## src/rtl/i2c_eeprom_master_pkg.sv

```systemverilog
// Shared encodings for the I2C EEPROM initiator: FSM states, R/W bit, quarter phases,
// and the per-state pad drive table.
package i2c_pkg;

  typedef enum logic [3:0] {
    ST_IDLE   = 4'd0,
    ST_START  = 4'd1,
    ST_DEV_W  = 4'd2,
    ST_ACK_D  = 4'd3,
    ST_ADDR   = 4'd4,
    ST_ACK_A  = 4'd5,
    ST_WDATA  = 4'd6,
    ST_ACK_W  = 4'd7,
    ST_RSTART = 4'd8,
    ST_DEV_R  = 4'd9,
    ST_ACK_R  = 4'd10,
    ST_RDATA  = 4'd11,
    ST_MNACK  = 4'd12,
    ST_STOP   = 4'd13
  } state_e;

  localparam logic I2C_WR = 1'b0;
  localparam logic I2C_RD = 1'b1;

  localparam logic [1:0] Q0 = 2'd0;
  localparam logic [1:0] Q1 = 2'd1;
  localparam logic [1:0] Q2 = 2'd2;
  localparam logic [1:0] Q3 = 2'd3;

  // Returns {scl_oe, sda_oe} for a state and quarter; tx_bit is the bit on the wire.
  function automatic logic [1:0] bus_drive(input state_e st, input logic [1:0] q,
                                           input logic tx_bit);
    logic scl_low;
    scl_low = (q == Q0) || (q == Q3);
    case (st)
      ST_IDLE:              bus_drive = 2'b00;
      ST_START, ST_RSTART:  bus_drive = {q == Q3, (q == Q2) || (q == Q3)};
      ST_STOP:              bus_drive = {q == Q0, (q == Q0) || (q == Q1)};
      ST_DEV_W, ST_ADDR, ST_WDATA, ST_DEV_R:
                            bus_drive = {scl_low, ~tx_bit};
      default:              bus_drive = {scl_low, 1'b0};
    endcase
  endfunction

  function automatic state_e after_byte(input state_e st);
    case (st)
      ST_DEV_W: after_byte = ST_ACK_D;
      ST_ADDR:  after_byte = ST_ACK_A;
      ST_WDATA: after_byte = ST_ACK_W;
      ST_DEV_R: after_byte = ST_ACK_R;
      ST_RDATA: after_byte = ST_MNACK;
      default:  after_byte = ST_STOP;
    endcase
  endfunction

endpackage

```

## src/rtl/i2c_eeprom_master_if.sv

```systemverilog
// Command handshake, status and open-drain pad controls of the I2C EEPROM initiator.
interface i2c_eeprom_master_if;
  logic       cmd_valid;
  logic       cmd_ready;
  logic       cmd_rw;
  logic [6:0] cmd_dev;
  logic [7:0] cmd_addr;
  logic [7:0] cmd_wdata;
  logic       done;
  logic       ack_err;
  logic [7:0] rd_data;
  logic       busy;
  logic       scl_oe;
  logic       sda_oe;
  logic       sda_in;

  modport master (
    input  cmd_valid, cmd_rw, cmd_dev, cmd_addr, cmd_wdata, sda_in,
    output cmd_ready, done, ack_err, rd_data, busy, scl_oe, sda_oe
  );

  modport slave (
    output cmd_valid, cmd_rw, cmd_dev, cmd_addr, cmd_wdata, sda_in,
    input  cmd_ready, done, ack_err, rd_data, busy, scl_oe, sda_oe
  );
endinterface

```

## src/rtl/i2c_eeprom_master_qtick.sv

```systemverilog
// Quarter-bit timebase: CLK_DIV divider plus a free-wrapping 2-bit quarter index.
module i2c_qtick
  import i2c_pkg::*;
#(
  parameter int unsigned CLK_DIV = 125
) (
  input  logic       clk,
  input  logic       reset,
  input  logic       en_i,
  input  logic       clr_i,
  output logic       tick_o,
  output logic [1:0] q_o
);

  localparam logic [15:0] TC = 16'(CLK_DIV - 1);

  logic [15:0] cnt_q;
  logic [1:0]  q_q;

  assign tick_o = en_i && (cnt_q == TC);
  assign q_o    = q_q;

  always_ff @(posedge clk) begin
    if (reset || clr_i) begin
      cnt_q <= '0;
      q_q   <= Q0;
    end else if (tick_o) begin
      cnt_q <= '0;
      q_q   <= q_q + 2'd1;
    end else if (en_i) begin
      cnt_q <= cnt_q + 16'd1;
    end
  end

endmodule

```

## src/rtl/i2c_eeprom_master.sv

```systemverilog
// Single-byte random write / read I2C initiator for an EEPROM slave.
// state   | meaning
// IDLE    | ready for a command; also hosts the one-cycle done pulse
// START   | START condition;  RSTART | repeated START before the read
// DEV_W   | device address + W;  DEV_R | device address + R
// ADDR    | word address;  WDATA | write byte;  RDATA | read byte
// ACK_*   | slave ACK slot;  MNACK | master NACK closing the read
// STOP    | STOP condition, then done
module i2c_eeprom_master
  import i2c_pkg::*;
#(
  parameter int unsigned CLK_DIV = 125
) (
  input logic              clk,
  input logic              reset,
  i2c_eeprom_master_if.master bus
);

  state_e     state_q;
  logic       cmd_rw_q;
  logic [6:0] cmd_dev_q;
  logic [7:0] cmd_addr_q;
  logic [7:0] cmd_wdata_q;
  logic [7:0] sh_q;
  logic [2:0] bit_q;
  logic       ack_q;
  logic       err_q;
  logic       busy_q;
  logic       done_q;
  logic       ack_err_q;
  logic [7:0] rd_data_q;
  logic       cmd_ready_q;
  logic       scl_oe_q;
  logic       sda_oe_q;

  logic       tick;
  logic [1:0] q;
  logic       accept;
  logic [1:0] drv_d;

  assign accept = bus.cmd_valid && cmd_ready_q;
  assign drv_d  = bus_drive(state_q, q, sh_q[7]);

  i2c_qtick #(.CLK_DIV(CLK_DIV)) u_qtick (
    .clk    (clk),
    .reset  (reset),
    .en_i   (busy_q),
    .clr_i  (accept),
    .tick_o (tick),
    .q_o    (q)
  );

  always_ff @(posedge clk) begin
    if (reset) begin
      state_q     <= ST_IDLE;
      cmd_rw_q    <= I2C_WR;
      cmd_dev_q   <= '0;
      cmd_addr_q  <= '0;
      cmd_wdata_q <= '0;
      sh_q        <= '0;
      bit_q       <= '0;
      ack_q       <= 1'b0;
      err_q       <= 1'b0;
      busy_q      <= 1'b0;
      done_q      <= 1'b0;
      ack_err_q   <= 1'b0;
      rd_data_q   <= '0;
      cmd_ready_q <= 1'b1;
      scl_oe_q    <= 1'b0;
      sda_oe_q    <= 1'b0;
    end else begin
      scl_oe_q <= drv_d[1];
      sda_oe_q <= drv_d[0];
      if (state_q == ST_IDLE) begin
        done_q    <= 1'b0;
        ack_err_q <= 1'b0;
        if (done_q) begin
          cmd_ready_q <= 1'b1;
        end else if (accept) begin
          cmd_rw_q    <= bus.cmd_rw;
          cmd_dev_q   <= bus.cmd_dev;
          cmd_addr_q  <= bus.cmd_addr;
          cmd_wdata_q <= bus.cmd_wdata;
          err_q       <= 1'b0;
          busy_q      <= 1'b1;
          cmd_ready_q <= 1'b0;
          state_q     <= ST_START;
        end
      end else if (tick) begin
        if (q == Q2) begin
          ack_q <= bus.sda_in;
          if (state_q == ST_RDATA) sh_q <= {sh_q[6:0], bus.sda_in};
        end
        if (q == Q3) begin
          case (state_q)
            ST_START: begin
              state_q <= ST_DEV_W;
              sh_q    <= {cmd_dev_q, I2C_WR};
              bit_q   <= '0;
            end
            ST_DEV_W, ST_ADDR, ST_WDATA, ST_DEV_R, ST_RDATA: begin
              bit_q <= bit_q + 3'd1;
              if (state_q != ST_RDATA) sh_q <= {sh_q[6:0], 1'b0};
              if (bit_q == 3'd7) state_q <= after_byte(state_q);
            end
            ST_ACK_D: begin
              if (ack_q) begin
                err_q   <= 1'b1;
                state_q <= ST_STOP;
              end else begin
                state_q <= ST_ADDR;
                sh_q    <= cmd_addr_q;
                bit_q   <= '0;
              end
            end
            ST_ACK_A: begin
              if (ack_q) begin
                err_q   <= 1'b1;
                state_q <= ST_STOP;
              end else if (cmd_rw_q == I2C_RD) begin
                state_q <= ST_RSTART;
              end else begin
                state_q <= ST_WDATA;
                sh_q    <= cmd_wdata_q;
                bit_q   <= '0;
              end
            end
            ST_ACK_W: begin
              err_q   <= ack_q;
              state_q <= ST_STOP;
            end
            ST_RSTART: begin
              state_q <= ST_DEV_R;
              sh_q    <= {cmd_dev_q, I2C_RD};
              bit_q   <= '0;
            end
            ST_ACK_R: begin
              if (ack_q) begin
                err_q   <= 1'b1;
                state_q <= ST_STOP;
              end else begin
                state_q <= ST_RDATA;
                bit_q   <= '0;
              end
            end
            ST_MNACK: state_q <= ST_STOP;
            ST_STOP: begin
              // cmd_ready stays low through the done cycle; it rises one clk later
              state_q   <= ST_IDLE;
              done_q    <= 1'b1;
              busy_q    <= 1'b0;
              ack_err_q <= err_q;
              if (!err_q && (cmd_rw_q == I2C_RD)) rd_data_q <= sh_q;
            end
            default: state_q <= ST_IDLE;
          endcase
        end
      end
    end
  end

  assign bus.cmd_ready = cmd_ready_q;
  assign bus.done      = done_q;
  assign bus.ack_err   = ack_err_q;
  assign bus.rd_data   = rd_data_q;
  assign bus.busy      = busy_q;
  assign bus.scl_oe    = scl_oe_q;
  assign bus.sda_oe    = sda_oe_q;

endmodule
```

## src/flat_wrapper.sv

```systemverilog
// flat-port wrapper written by rule: the top's interface ports become plain ports
module i2c_eeprom_master_flat import i2c_pkg::*;
#(
  parameter int unsigned CLK_DIV = 125
)
  (clk, reset, bus_cmd_valid, bus_cmd_rw, bus_cmd_dev, bus_cmd_addr, bus_cmd_wdata, bus_sda_in, bus_cmd_ready, bus_done, bus_ack_err, bus_rd_data, bus_busy, bus_scl_oe, bus_sda_oe);
  i2c_eeprom_master_if bus_i ();
  input logic clk;
  input logic reset;
  input wire logic [$bits(bus_i.cmd_valid)-1:0] bus_cmd_valid;
  input wire logic [$bits(bus_i.cmd_rw)-1:0] bus_cmd_rw;
  input wire logic [$bits(bus_i.cmd_dev)-1:0] bus_cmd_dev;
  input wire logic [$bits(bus_i.cmd_addr)-1:0] bus_cmd_addr;
  input wire logic [$bits(bus_i.cmd_wdata)-1:0] bus_cmd_wdata;
  input wire logic [$bits(bus_i.sda_in)-1:0] bus_sda_in;
  output wire logic [$bits(bus_i.cmd_ready)-1:0] bus_cmd_ready;
  output wire logic [$bits(bus_i.done)-1:0] bus_done;
  output wire logic [$bits(bus_i.ack_err)-1:0] bus_ack_err;
  output wire logic [$bits(bus_i.rd_data)-1:0] bus_rd_data;
  output wire logic [$bits(bus_i.busy)-1:0] bus_busy;
  output wire logic [$bits(bus_i.scl_oe)-1:0] bus_scl_oe;
  output wire logic [$bits(bus_i.sda_oe)-1:0] bus_sda_oe;
  assign bus_i.cmd_valid = bus_cmd_valid;
  assign bus_i.cmd_rw = bus_cmd_rw;
  assign bus_i.cmd_dev = bus_cmd_dev;
  assign bus_i.cmd_addr = bus_cmd_addr;
  assign bus_i.cmd_wdata = bus_cmd_wdata;
  assign bus_i.sda_in = bus_sda_in;
  assign bus_cmd_ready = bus_i.cmd_ready;
  assign bus_done = bus_i.done;
  assign bus_ack_err = bus_i.ack_err;
  assign bus_rd_data = bus_i.rd_data;
  assign bus_busy = bus_i.busy;
  assign bus_scl_oe = bus_i.scl_oe;
  assign bus_sda_oe = bus_i.sda_oe;
  i2c_eeprom_master #(.CLK_DIV(CLK_DIV)) u_core (.clk(clk), .reset(reset), .bus(bus_i));
endmodule
```

## config.mk

```make
export PLATFORM = sky130hd
export DESIGN_NAME = i2c_eeprom_master_flat
export DESIGN_NICKNAME = d
export VERILOG_FILES = /design/src/rtl/i2c_eeprom_master_pkg.sv /design/src/rtl/i2c_eeprom_master_if.sv /design/src/rtl/i2c_eeprom_master_qtick.sv /design/src/rtl/i2c_eeprom_master.sv /design/src/flat_wrapper.sv
export SDC_FILE = /design/constraint.sdc
export NUM_CORES = 1
export LEC_CHECK = 0
export ABC_AREA = 1
export BUFFER_PORTS_ARGS = -buffer_cell sky130_fd_sc_hd__buf_2
export CAP_MARGIN = 20
export CORE_MARGIN = 5
export CORE_UTILIZATION = 65
export CTS_BUF_LIST = sky130_fd_sc_hd__clkbuf_2 sky130_fd_sc_hd__clkbuf_4 sky130_fd_sc_hd__clkbuf_8
export CTS_CLUSTER_SIZE = 25
export DETAILED_ROUTE_END_ITERATION = 7
export PLACE_DENSITY_LB_ADDON = 0.25
export SETUP_SLACK_MARGIN = 0.4
export SYNTH_ARGS = -nofsm -noshare
export SYNTH_HDL_FRONTEND = slang
export SYNTH_HIERARCHICAL = 1
export SYNTH_SLANG_ARGS = --single-unit
```

## constraint.sdc

```tcl
create_clock -name clk -period 2.9 [get_ports clk]
set_input_delay 0.435 -clock clk [delete_from_list [all_inputs] [get_ports clk]]
set_output_delay 0.435 -clock clk [all_outputs]
set_load 0.02 [all_outputs]
```

==> qor.yml, run 1 <==
start_util_pct: 67.2
post_synth_instance_area_mm2: 0.00398
synth_warnings: 6
ys_async_sr_fraction_pct: 0
timing_hold_violations_final: 0
placeableCoreArea_mm2: 0.00592
vias: 3857
syn_inst: 598
synth_largest_area_cell: "sky130_fd_sc_hd__dfxtp_1"
grtUsageTotal_pct: 26.2
post-route-drc-count: 0
achievable-frequency_ghz: 0.467
area_growth_syn_to_layout_pct: 9.63
floorplan.die_area_mm2: 0.00778
port_buffers: 41
fin_nets: 669
tritoncts: "yes"
critical_path_required_ps: 3180
first_global_vias: 3645
arrival_ps: 2420
finalSetupViolations: 0
post-route-min-period_ps: 2140
io_pins: 42
slew_violations: 0
worst_skew_pair.late_latency_ps: 350
maximum_number_of_pins_on_one_net_before_global_route_repair: 31
crit_path_largest_cell_delay_ps: 610
layout.filler_cells: 499
slew_headroom_pct: 51.3
final_core_utilization_pct: 73.6
finalCritPeriodShare_pct: 73.9
antenna-diode-count: 0
postCtsSetupBuffers: 0
num_rows: 28
overall_die_height_um: 88.2
cts-root-buf: "sky130_fd_sc_hd__clkbuf_8"
grt-ovfl-total: 0
gpl_wtd_cong: 0.934
sort_of_element_at_the_end_of_the_critical_path: "flop"
cts.repair.resized: 0
cts-root-to-sink-buffers: 2
yosys.area.top_type_share_pct: 36.7
worst_hold_path_class: "in -> reg"
vdd.ir_drop.worst_mv: 0.392
drtPass1Iterations: 5
path_cells: "nand2_1, nor2_1, nand2_1, nor2_2, nand2_4, inv_2, nor2_2, nor2_4, nand2_2, nand2_1, nand2_1, a21oi_1"
criticalPathCategory: "reg -> reg"
total_leakage_power_nw: 1.86
inserted_clock_buffers: 9
synth.ff_latch_count: 73
setup-tns-final_ps: 0
worstSetupStartpointType: "flop"
synth_seq_area_share_pct: 36.7
place.detailed.hpwl_um: 7140
synth_nets: 634
post_cts_hold_buffer_count: 0
power_per_cell_area_mw_per_mm2: 518
dominantRegCellSynth: "sky130_fd_sc_hd__dfxtp_1"
tightestPinTransition_ps: 730
die_width_um: 88.2
netlist_top_cells_area: "sky130_fd_sc_hd__dfxtp_1 37%, sky130_fd_sc_hd__nand2_1 12%, sky130_fd_sc_hd__nor2_1 11%"
post-route-worst-setup-slack_ps: 758
route.final.wire_length_um: 9600
cap_violations: 0
drt-initial-drc-count: 268
wl_per_cell_um: 13.5
critPathBufInv: 1
worst_setup_slack_post_dpl_ps: 793
clkSlewWorstSetupHoldPaths_ps: 80
antenna_found_initial: 0
critPathMaxFanout: 12
ant_nets: 0
status: "complete, no violations"
route.detailed.vias_per_inst: 5.41
number_of_enable_flip_flop_cells_after_synthesis: 0
worst_path_dominant_cell_family: "simple AND/OR/NAND/NOR gates"
cts-htree-levels: 3
layout-drive-gt1-share_pct: 16.6
clock-skew-final_ps: 10.3
syn_area_per_cell_um2: 6.65
grt_first_pass_wirelength_um: 16100
rsz0062_at_grt: "false"
synth_cell_type_count: 33
timing.critical_path.mode_cell: "sky130_fd_sc_hd__nand2_1"
cpMaxStageDelayCell: "sky130_fd_sc_hd__dfxtp_1"
tritoncts_num_sinks: 73
-- logic make-up (layout without fill, tap and decap cells) --
| family | count (synthesis) | count (layout) | share of synthesized area (%) |
|---|---|---|---|
| AOI/OAI and AO/OA | 83 | 83 | 11.2 |
| adders and majority gates | 8 | 8 | 2.52 |
| DFF | 73 | 73 | 36.7 |
| and+or+nand+nor | 346 | 346 | 39.8 |
| buffers and inverters | 82 | 122 | 8.46 |
| xor gates and xnor gates | 6 | 6 | 1.32 |
-- per-layer routing --
metal,vias to the layer above,share of wire (%),global-route usage (%)
li1,1972,-,-
met1,1719,44,33.4
met2,146,48,45.5
met3,20,6.7,3.91
met4,0,1.8,8.38
met5,-,0,0
-- cell usage after synthesis (3+ instances only) --
cell,count
sky130_fd_sc_hd__nand2_4,5
sky130_fd_sc_hd__nand3_2,3
sky130_fd_sc_hd__inv_2,7
sky130_fd_sc_hd__dfxtp_1,73
sky130_fd_sc_hd__buf_6,3
sky130_fd_sc_hd__clkbuf_1,9
sky130_fd_sc_hd__nor3_1,4
sky130_fd_sc_hd__nor2_1,119
sky130_fd_sc_hd__nor2_2,14
sky130_fd_sc_hd__nand2_2,7
sky130_fd_sc_hd__xor2_1,4
sky130_fd_sc_hd__o21ai_0,37
sky130_fd_sc_hd__nand4_1,11
sky130_fd_sc_hd__nand3_1,45
sky130_fd_sc_hd__nor2_4,8
sky130_fd_sc_hd__buf_2,5
sky130_fd_sc_hd__a21oi_1,37
sky130_fd_sc_hd__nand2_1,126
sky130_fd_sc_hd__ha_1,8
sky130_fd_sc_hd__inv_1,57
-- flip-flops by register name (all words and copies together), names as in the netlist --
register and flops:
u_core/sh_q 8, u_core/u_qtick/q_o 2, u_core/bus.scl_oe 1, u_core/state_q 4, u_core/bus.cmd_ready 1, u_core/cmd_dev_q 7, u_core/u_qtick/cnt_q 16, u_core/bit_q 3
u_core/err_q 1, u_core/cmd_rw_q 1, u_core/cmd_addr_q 8, u_core/bus.rd_data 8, u_core/bus.done 1, u_core/bus.sda_oe 1, u_core/bus.ack_err 1, u_core/cmd_wdata_q 8
u_core/ack_q 1, u_core/bus.busy 1
-- path summary, 6_finish.rpt --
kind                                             to  cells after the start                         start  slack (ps)
hold reg to reg        u_core/bit_q[1]$_SDFFE_PP0P_                      2  u_core/bit_q[1]$_SDFFE_PP0P_         470
hold / removal    u_core/cmd_addr_q[0]$_SDFFE_PP0P_                      3               bus_cmd_addr[0]         330
setup / recovery     u_core/state_q[0]$_SDFFE_PP0P_                     12  u_core/bus.busy$_SDFFE_PP0P_         760
setup reg to reg     u_core/state_q[0]$_SDFFE_PP0P_                     12  u_core/bus.busy$_SDFFE_PP0P_         760
-- metrics by stage --
stage | std cells | total power, mW | area (um^2) | hold slack [ps]
floorplan | 598 | 1.46 | 3980 | 444
global placement | 697 | 1.55 | 4180 | 455
detailed placement | 697 | 1.56 | 4180 | 461
CTS | 713 | 2.26 | 4360 | 329
global route | 713 | 2.38 | 4360 | 348
finish | 713 | 2.26 | 4360 | 330
-- worst register-to-register path: stages (launching register included) --
cell	delay, ps
sky130_fd_sc_hd__dfxtp_1	610
sky130_fd_sc_hd__nand2_1	100
sky130_fd_sc_hd__nor2_1	110
sky130_fd_sc_hd__nand2_1	100
sky130_fd_sc_hd__nor2_2	230
sky130_fd_sc_hd__nand2_4	120
sky130_fd_sc_hd__inv_2	170
sky130_fd_sc_hd__nor2_2	70
sky130_fd_sc_hd__nor2_4	200
sky130_fd_sc_hd__nand2_2	110
sky130_fd_sc_hd__nand2_1	80
sky130_fd_sc_hd__nand2_1	40
sky130_fd_sc_hd__a21oi_1	120
-- cell type report --
| type | instances | area, um^2 | share of cell area, % |
|---|---|---|---|
| flip-flops and latches | 73 | 1460 | 33.5 |
| inverters | 65 | 244 | 5.60 |
| well taps | 75 | 93.8 | 2.15 |
| clock inverters | 6 | 45.0 | 1.03 |
| clock buffers | 10 | 131 | 3.01 |
| repair buffers | 41 | 205 | 4.71 |
| multi-input cells | 443 | 2180 | 50.0 |
-- power by group --
part           internal (mW)  switching (mW)  total (mW)
clock                  0.321           0.390       0.711
combinational          0.128           0.289       0.417
sequential              1.08          0.0534        1.13
-- cells in the final DEF, fill, tap and decap left out, drive strengths merged --
| master | netlist | routed |
|---|---|---|
| clkbuf | 9 | 10 |
| dfxtp | 73 | 73 |
| or2 | 1 | 1 |
| and3 | 1 | 1 |
| o21ai | 40 | 40 |
| buf | 8 | 41 |
| nand2 | 138 | 138 |
| a21oi | 38 | 38 |
| nand4 | 11 | 11 |
| inv | 64 | 64 |
| o31ai | 1 | 1 |
| o21a | 2 | 2 |
| xor2 | 4 | 4 |
| clkinvlp | 0 | 3 |
| nor2 | 141 | 141 |
| clkinv | 1 | 4 |
| ha | 8 | 8 |
| xnor2 | 2 | 2 |
| o2bb2ai | 1 | 1 |
| o2111ai | 1 | 1 |
| nand3 | 49 | 49 |
| nor3 | 5 | 5 |
Note: power is estimated with default switching activity, not from simulation.
==> inputs of run 2 (changes only) <==
Settings changed: ABC_AREA 1 to 0, CORE_UTILIZATION 65 to 61.
Clock period 2.9 ns to 2.25 ns, I/O delays scaled along.
==> qor.yml, run 2 <==
status: "complete, no violations"  # unchanged
finalSetupViolations: 0  # unchanged
worst_setup_slack_post_dpl_ps: -26.7  # was 793 ps
first_global_vias: 3491  # was 3,645
cap_violations: 0  # unchanged
placeableCoreArea_mm2: 0.00596  # was 0.00592 mm^2
post-route-drc-count: 0  # unchanged
slew_headroom_pct: 57.3  # was 51.3%
achievable-frequency_ghz: 0.455  # was 0.467 GHz
total_area_of_multi_input_combinational_cells_mm2: 0.00233  # was 0.00218 mm^2
sort_of_element_at_the_end_of_the_critical_path: "flop"  # unchanged
gpl_wtd_cong: 0.895  # was 0.934
timing_hold_violations_final: 0  # unchanged
num_rows: 28  # unchanged
overall_die_height_um: 88.4  # was 88.2 um
place.detailed.hpwl_um: 6460  # was 7140 um
number_of_enable_flip_flop_cells_after_synthesis: 0  # unchanged
drt-initial-drc-count: 293  # was 268
synth_nets: 494  # was 634
crit_path_largest_cell_delay_ps: 400  # was 610 ps
syn_inst: 458  # was 598
power_per_cell_area_mw_per_mm2: 742  # was 518 mW/mm^2
area_growth_syn_to_layout_pct: 25.8  # was 9.63%
criticalPathCategory: "reg -> reg"  # unchanged
cts-root-to-sink-buffers: 2  # unchanged
start_util_pct: 62.9  # was 67.2%
setup-tns-final_ps: 0  # unchanged
wl_per_cell_um: 18.0  # was 13.5 um
tritoncts_num_sinks: 73  # unchanged
worst_skew_pair.late_latency_ps: 350  # about the same
slew_violations: 0  # unchanged
grt-ovfl-total: 0  # unchanged
tritoncts: "yes"  # unchanged
synth.ff_latch_count: 73  # unchanged
worstSetupStartpointType: "flop"  # unchanged
rsz0062_at_grt: "true"  # was false
r2r_setup_slack_ps: 50  # was 760 ps
post_synth_most_frequent_cells: "73 x sky130_fd_sc_hd__dfxtp_1, 68 x sky130_fd_sc_hd__nand2_1, 52 x sky130_fd_sc_hd__nor2_1, 45 x sky130_fd_sc_hd__a21oi_1, 21 x sky130_fd_sc_hd__mux2i_1"  # was 126 x sky130_fd_sc_hd__nand2_1, 119 x sky130_fd_sc_hd__nor2_1, 73 x sky130_fd_sc_hd__dfxtp_1, 57 x sky130_fd_sc_hd__inv_1, 45 x sky130_fd_sc_hd__nand3_1
layout-drive-gt1-share_pct: 28.1  # was 16.6%
ys_async_sr_fraction_pct: 0  # unchanged
cts-htree-levels: 3  # unchanged
route.final.wire_length_um: 10800  # was 9600 um
die_width_um: 88.4  # was 88.2 um
maximum_number_of_pins_on_one_net_before_global_route_repair: 31  # unchanged
yosys.area.top_type_share_pct: 39.0  # was 36.7%
cpMaxStageDelayCell: "sky130_fd_sc_hd__or3_4"  # was sky130_fd_sc_hd__dfxtp_1
ant_nets: 0  # unchanged
synth_largest_area_cell: "sky130_fd_sc_hd__dfxtp_1"  # unchanged
dominantRegCellSynth: "sky130_fd_sc_hd__dfxtp_1"  # unchanged
netlist_top_cells_area: "sky130_fd_sc_hd__dfxtp_1 39%, sky130_fd_sc_hd__nand2_1 6.8%, sky130_fd_sc_hd__a21oi_1 6.0%"  # was sky130_fd_sc_hd__dfxtp_1 37%, sky130_fd_sc_hd__nand2_1 12%, sky130_fd_sc_hd__nor2_1 11%
grtUsageTotal_pct: 26.8  # was 26.2%
vias: 3739  # was 3,857
floorplan.die_area_mm2: 0.00781  # was 0.00778 mm^2
clkSlewWorstSetupHoldPaths_ps: 80  # about the same
port_buffers: 41  # unchanged
finalCritPeriodShare_pct: 97.7  # was 73.9%
synth_seq_area_share_pct: 39.0  # was 36.7%
worst_hold_path_class: "in -> reg"  # unchanged
layout.area.seq_mm2: 0.00148  # was 0.00146 mm^2
vdd.ir_drop.worst_mv: 0.492  # was 0.392 mV
total_leakage_power_nw: 1.79  # was 1.86 nW
inserted_clock_buffers: 9  # unchanged
layout.filler_cells: 404  # was 499
drtPass1Iterations: 6  # was 5
critPathMaxFanout: 8  # was 12
total_power_mw: 3.50  # was 2.26 mW
post_synth_instance_area_mm2: 0.00375  # was 0.00398 mm^2
route.detailed.vias_per_inst: 6.24  # was 5.41
path_cells: "nor4_1, nand4_1, inv_2, nand2_2, or3_4, nor3b_2, buf_6, mux2i_2, nor2_1"  # was nand2_1, nor2_1, nand2_1, nor2_2, nand2_4, inv_2, nor2_2, nor2_4, nand2_2, nand2_1, nand2_1, a21oi_1
synth_warnings: 6  # unchanged
yosys.cell_count.top_type: "sky130_fd_sc_hd__dfxtp_1"  # was sky130_fd_sc_hd__nand2_1
syn_area_per_cell_um2: 8.18  # was 6.65 um^2
io_pins: 42  # unchanged
arrival_ps: 2420  # about the same
antenna_found_initial: 0  # unchanged
clock-skew-final_ps: 8.36  # was 10.3 ps
worst_path_dominant_cell_family: "simple AND/OR/NAND/NOR gates"  # unchanged
final_cell_mix: "66 x sky130_fd_sc_hd__nand2_1, 65 x sky130_fd_sc_hd__dfxtp_1, 50 x sky130_fd_sc_hd__nor2_1"  # was 126 x sky130_fd_sc_hd__nand2_1, 119 x sky130_fd_sc_hd__nor2_1, 73 x sky130_fd_sc_hd__dfxtp_1
antenna-diode-count: 0  # unchanged
grt_first_pass_wirelength_um: 16500  # was 16,100 um
tightestPinTransition_ps: 635  # was 730 ps
cts-root-buf: "sky130_fd_sc_hd__clkbuf_8"  # unchanged
largest-register: "u_core/u_qtick/cnt_q"  # unchanged
synth_cell_type_count: 60  # was 33
final_common_cell: "sky130_fd_sc_hd__nand2_1"  # unchanged
post-route-min-period_ps: 2200  # was 2140 ps
flip_flop_count_of_the_largest_register_all_copies_and_words_added: 16  # unchanged
post-route-worst-setup-slack_ps: 52.4  # was 758 ps
critPathBufInv: 2  # was 1
critical_path_required_ps: 2480  # was 3180 ps
fin_nets: 555  # was 669
-- run 2: logic make-up (layout without fill, tap and decap cells) --
logic type                 after synthesis  after routing  share of synthesized area [%]
and+or+nand+nor                        187            187                           24.4
buffers and inverters                   39            105                           4.41
DFF                                     73             73                           39.0
adders and majority gates                8              8                           2.67
muxes                                   21             21                           5.61
xor gates and xnor gates                14             14                           3.27
AOI/OAI and AO/OA                      116            116                           20.6
-- run 2: repair_timing --
item,CTS,global route
gates cloned,0,1
hold buffers,0,0
pin swaps,16,17
buffers inserted,6,8
endpoints found under the setup margin,49,50
hold endpoints to repair,0,0
resized for setup,26,28
-- run 2: where the power goes --
part | total (mW) | switching (mW) | internal (mW) | leakage, nW
logic | 0.861 | 0.494 | 0.367 | 1.07
registers | 1.45 | 0.0776 | 1.38 | 0.597
clock network | 1.18 | 0.503 | 0.681 | 0.115
total | 3.50 | 1.07 | 2.42 | 1.79
-- run 2: tightest hold or removal path: stages --
cell,delay [ps]
sky130_fd_sc_hd__buf_2,90
sky130_fd_sc_hd__nand2_1,40
sky130_fd_sc_hd__a21oi_1,50
-- run 2: final cells by class --
class	count	share of cell area [%]
timing repair buffer	80	11.8
tap	75	1.99
sequential	73	31.4
inverter	9	0.716
multi-input combinational	346	49.3
clock buffer	11	3.21
clock inverter	5	1.64
-- run 2: routing by layer --
layer	vias to the layer above	global-route usage [%]	part of all wire (%)
li1	1744	-	-
met1	1761	33.9	40
met2	199	44.4	49
met3	35	5.12	7.0
met4	0	12.4	3.2
met5	-	0	0
-- run 2: stage by stage --
stage	hold WS, ps	instances	util [%]	area [um^2]
floorplan	414	458	-	3790
global placement	445	568	69.3	4130
detailed placement	447	568	69.3	4130
CTS	213	590	76.0	4530
global route	230	599	79.2	4720
finish	221	599	79.2	4720
-- run 2: path summary, 6_finish.rpt --
| kind | from | endpoint | cells after the start |
|---|---|---|---|
| max | u_core/u_qtick/cnt_q[7]$_SDFFE_PP0P_ | u_core/bus.rd_data[2]$_SDFFE_PP0P_ | 9 |
| min | bus_cmd_addr[6] | u_core/cmd_addr_q[6]$_SDFFE_PP0P_ | 3 |
| max reg2reg | u_core/u_qtick/cnt_q[7]$_SDFFE_PP0P_ | u_core/bus.rd_data[2]$_SDFFE_PP0P_ | 9 |
| min reg2reg | u_core/cmd_wdata_q[1]$_SDFFE_PP0P_ | u_core/cmd_wdata_q[1]$_SDFFE_PP0P_ | 2 |
